`src/rtl/alu_core.sv`:
```
// Registered add/sub/AND/OR unit with carry, zero, negative and overflow flags.
// One operation per clock, result visible one cycle after the sampling edge.
module alu_core #(
    parameter int unsigned WIDTH = 8
) (
    input  logic             clk,
    input  logic             reset,
    input  logic [WIDTH-1:0] a,
    input  logic [WIDTH-1:0] b,
    input  logic [1:0]       alu_ctrl,
    input  logic             in_valid,
    output logic [WIDTH-1:0] result,
    output logic             carry_out,
    output logic             zero,
    output logic             negative,
    output logic             overflow,
    output logic             out_valid
);

    logic [WIDTH-1:0] bb;
    logic [WIDTH-1:0] sum;
    logic             cout;

    logic [WIDTH-1:0] result_d, result_q;
    logic             carry_d, carry_q;
    logic             zero_d, zero_q;
    logic             negative_d, negative_q;
    logic             overflow_d, overflow_q;
    logic             valid_q;

    // Shared adder; alu_ctrl[0] both inverts b and supplies the +1 for subtract.
    // The OR path deliberately uses the inverted operand, so ctrl 11 yields a | ~b.
    always_comb begin
        bb            = alu_ctrl[0] ? ~b : b;
        {cout, sum}   = {1'b0, a} + {1'b0, bb} + {{WIDTH{1'b0}}, alu_ctrl[0]};
        result_d      = sum;
        overflow_d    = 1'b0;
        unique case (alu_ctrl)
            2'b00, 2'b01: begin
                result_d   = sum;
                overflow_d = (a[WIDTH-1] == bb[WIDTH-1]) && (sum[WIDTH-1] != a[WIDTH-1]);
            end
            2'b10:   result_d = a & bb;
            2'b11:   result_d = a | bb;
            default: result_d = sum;
        endcase
        carry_d    = cout;
        zero_d     = (result_d == '0);
        negative_d = result_d[WIDTH-1];
    end

    // Output register: reset wins, idle cycles hold data and drop out_valid.
    always_ff @(posedge clk) begin
        if (reset) begin
            result_q   <= '0;
            carry_q    <= 1'b0;
            zero_q     <= 1'b1;
            negative_q <= 1'b0;
            overflow_q <= 1'b0;
            valid_q    <= 1'b0;
        end else begin
            valid_q <= in_valid;
            if (in_valid) begin
                result_q   <= result_d;
                carry_q    <= carry_d;
                zero_q     <= zero_d;
                negative_q <= negative_d;
                overflow_q <= overflow_d;
            end
        end
    end

    assign result    = result_q;
    assign carry_out = carry_q;
    assign zero      = zero_q;
    assign negative  = negative_q;
    assign overflow  = overflow_q;
    assign out_valid = valid_q;

endmodule

```
`config.mk`:
```
export PLATFORM = sky130hd
export DESIGN_NAME = alu_core
export DESIGN_NICKNAME = d
export VERILOG_FILES = /design/src/rtl/alu_core.sv
export SDC_FILE = /design/constraint.sdc
export NUM_CORES = 1
export LEC_CHECK = 0
export BUFFER_PORTS_ARGS = -buffer_cell sky130_fd_sc_hd__buf_2
export CAP_MARGIN = 30
export CORE_MARGIN = 2
export CORE_UTILIZATION = 51
export DETAILED_ROUTE_END_ITERATION = 10
export PLACE_DENSITY = 0.75
export REMOVE_ABC_BUFFERS = 1
export SETUP_SLACK_MARGIN = 0.05
export SKIP_CTS_REPAIR_TIMING = 1
export SLEW_MARGIN = 20
export SYNTH_ARGS = -nofsm -noshare
export SYNTH_HDL_FRONTEND = slang
export SYNTH_SLANG_ARGS = --single-unit
```
`constraint.sdc`:
```
create_clock -name clk -period 4.1 [get_ports clk]
set_input_delay 0.615 -clock clk [delete_from_list [all_inputs] [get_ports clk]]
set_output_delay 0.615 -clock clk [all_outputs]
set_load 0.01 [all_outputs]
```
==> results.md <==
* Post-synth EDFFs at 0
* Routed len/inst at 11.68 um
* Die Width at 52.18 um
* H-tree levels at 1
* DP Worst Slack at 0.9358 ns
* CTS Buf Count at 3
* Die H at 52.18 um
* Initial core utilization at 53.51%
* # rows at 17
* DRC violations left at 0
* Worst path required time at 4.30 ns
* DRT Pass-1 Iters at 4
* Detailed Route Iter0 Violations at 23
* Clock buffer depth at 2
* Tmin final at 2.858 ns
* Power Density at 285.3 mW/mm2
* Top FF cell, synth: dfxtp_1
* Mapped cell area at 0.001184 mm2
* Global-route wire length before repair at 4.291 mm
* Number of synthesis warnings at 0
* Final WS setup at 1.242 ns
* # clock sinks at 12
* Routability Congestion at 0.8134
* Synth Instances at 148
* Tightest Hold Check Type: reg2reg
* Syn_area_per_cell at 7.998 um2
* CP arrival at 3.06 ns
* Leak at 0.7335 nW
* Outcome: finished clean
* Yosys top cell area share at 20.30%
* Maximum net fanout on the critical path at 26
* Endpoint type of the worst setup path: flip-flop
* Total grt overflow at 0
* Top-count cell post-synth: inv_1
* Async set or reset register ratio after synthesis at 0%
* CTS tree: yes
* R2R depth at 2
* I/O Buffers at 33
* WHS at 0.4661 ns
* Routed via count at 1113
* Placeable Area at 0.002212 mm2
* Share of cells above drive strength 1 at 23.03%
* Reg clk slew, reported paths at 0.08 ns
* Synth top area cells: dfxtp_1, ha_1, xor2_1, inv_1, mux2i_1
* Nets at 217
* Max Freq at 349.9 MHz
* Drt total wl at 2.406 mm
* Setup_tns at 0 ns
* Library cells used by synthesis at 37
* Cell taking the most area after synthesis: dfxtp_1
* Area Growth Syn to Fin at 17.34%
* Total global-route track usage at 20.79%
* Final setup fails at 0
* Area of the die at 0.002722 mm2
* Largest net degree at the start of global routing at 27
* Worst Max-Slew Pin Slew at 0.4788 ns
* Slew headroom at 68.08%
* Worst Skew at 0 ns
* Worst Setup Path Type: in2reg
* Number of synthesized register bits at 12
* Final ANT Viol Nets at 0
* Final Util at 62.78%
* WHS Path Cells at 2
* Synth top cells by count: inv_1, ha_1, nor2_1
* Critical path launch point type: input port
* RSZ-0062 raised after global routing: false
* Clock Latency Late Sink at 0.28 ns
* Root buffer cell: clkbuf_4
* Vias in the first global route at 1060
* N_diodes at 0
* Design area at 0.001389 mm2
* Hpwl dp at 1.941 mm
* Via-per-instance ratio at 5.403
* Final period util at 69.70%
* Maxcap violations at 0
* IO Count at 34
* Peak VDD IR at 0.1844 mV
* Final hold vios at 0
* DP Area at 0.001353 mm2
* Post-synthesis sequential area ratio at 20.30%
* Final Max Slew Viols at 0
* Initial antenna violation count at 0
==> layout by cell type (no fill, tap or decap), types with 2 or more instances in the layout <==
cell type,count
o31ai_1,3
xor2_1,10
a21oi_1,7
a21o_1,2
clkbuf_4,3
o21bai_1,2
nor2b_1,3
ha_1,16
nand2b_1,2
a211oi_1,3
o211ai_1,6
buf_2,33
inv_1,19
nand2_1,10
dfxtp_1,12
o21ai_0,6
nor2_1,14
xnor2_1,2
mux2i_1,7
a311oi_1,2
==> final timing paths <==
| check | start | endpoint | slack [ns] |
|---|---|---|---|
| min reg2reg | result[4]$_SDFFE_PP0P_ | result[4]$_SDFFE_PP0P_ | 0.47 |
| min | result[4]$_SDFFE_PP0P_ | result[4]$_SDFFE_PP0P_ | 0.47 |
| max reg2reg | result[5]$_SDFFE_PP0P_ | result[5]$_SDFFE_PP0P_ | 3.39 |
| max | alu_ctrl[0] | zero$_SDFFE_PP1P_ | 1.24 |
==> layer usage <==
metal  share of wire, %  GRT usage, %  up-vias
met4                1.5         11.11        0
met2                 50         37.55       36
met3                5.2         2.000        4
met1                 43         23.90      506
met5                  0             0        -
li1                   -             -      567
==> area by class of cell <==
cell class | instances | area [um2]
fill | 207 | 823.3
inverter | 19 | 71.32
sequential | 12 | 240.2
timing repair buffer | 33 | 165.2
multi-input combinational | 110 | 840.8
clock buffer | 4 | 36.28
tap | 28 | 35.03
==> worst max-delay path, stage by stage <==
cell      delay (ns)
buf_2           0.39
xor2_1          0.33
fa_1            0.47
nor2_1          0.10
a31oi_1         0.06
or3b_2          0.46
nor4_1          0.27
o211ai_1        0.12
o31ai_1         0.23
==> power by group <==
part	switching [mW]	internal, mW	total [mW]
Combinational	0.0963	0.0749	0.171
Sequential	0.00456	0.127	0.131
Clock	0.0398	0.0541	0.0939
Total	0.141	0.256	0.396
==> flip-flops by register name (all words and copies together) (netlist names) <==
register	count
result	8
carry_out	1
out_valid	1
overflow	1
zero	1
==> cell families after synthesis <==
family / Yosys count / share of synthesized area, %
muxes: 8 / 7.188
and+or+nand+nor: 35 / 13.53
xor gates and xnor gates: 12 / 8.879
buffers and inverters: 26 / 8.668
DFF: 12 / 20.30
adders and majority gates: 17 / 18.60
AOI/OAI and AO/OA: 38 / 22.83
==> per-stage QoR <==
stage                     power [mW]  instances
after floorplan               0.2494        141
final                         0.3962        206
after detailed placement      0.3047        202
after global placement        0.2963        202
after CTS                     0.3978        206
after global routing          0.4275        206
Power figures use the tool's default switching activity.
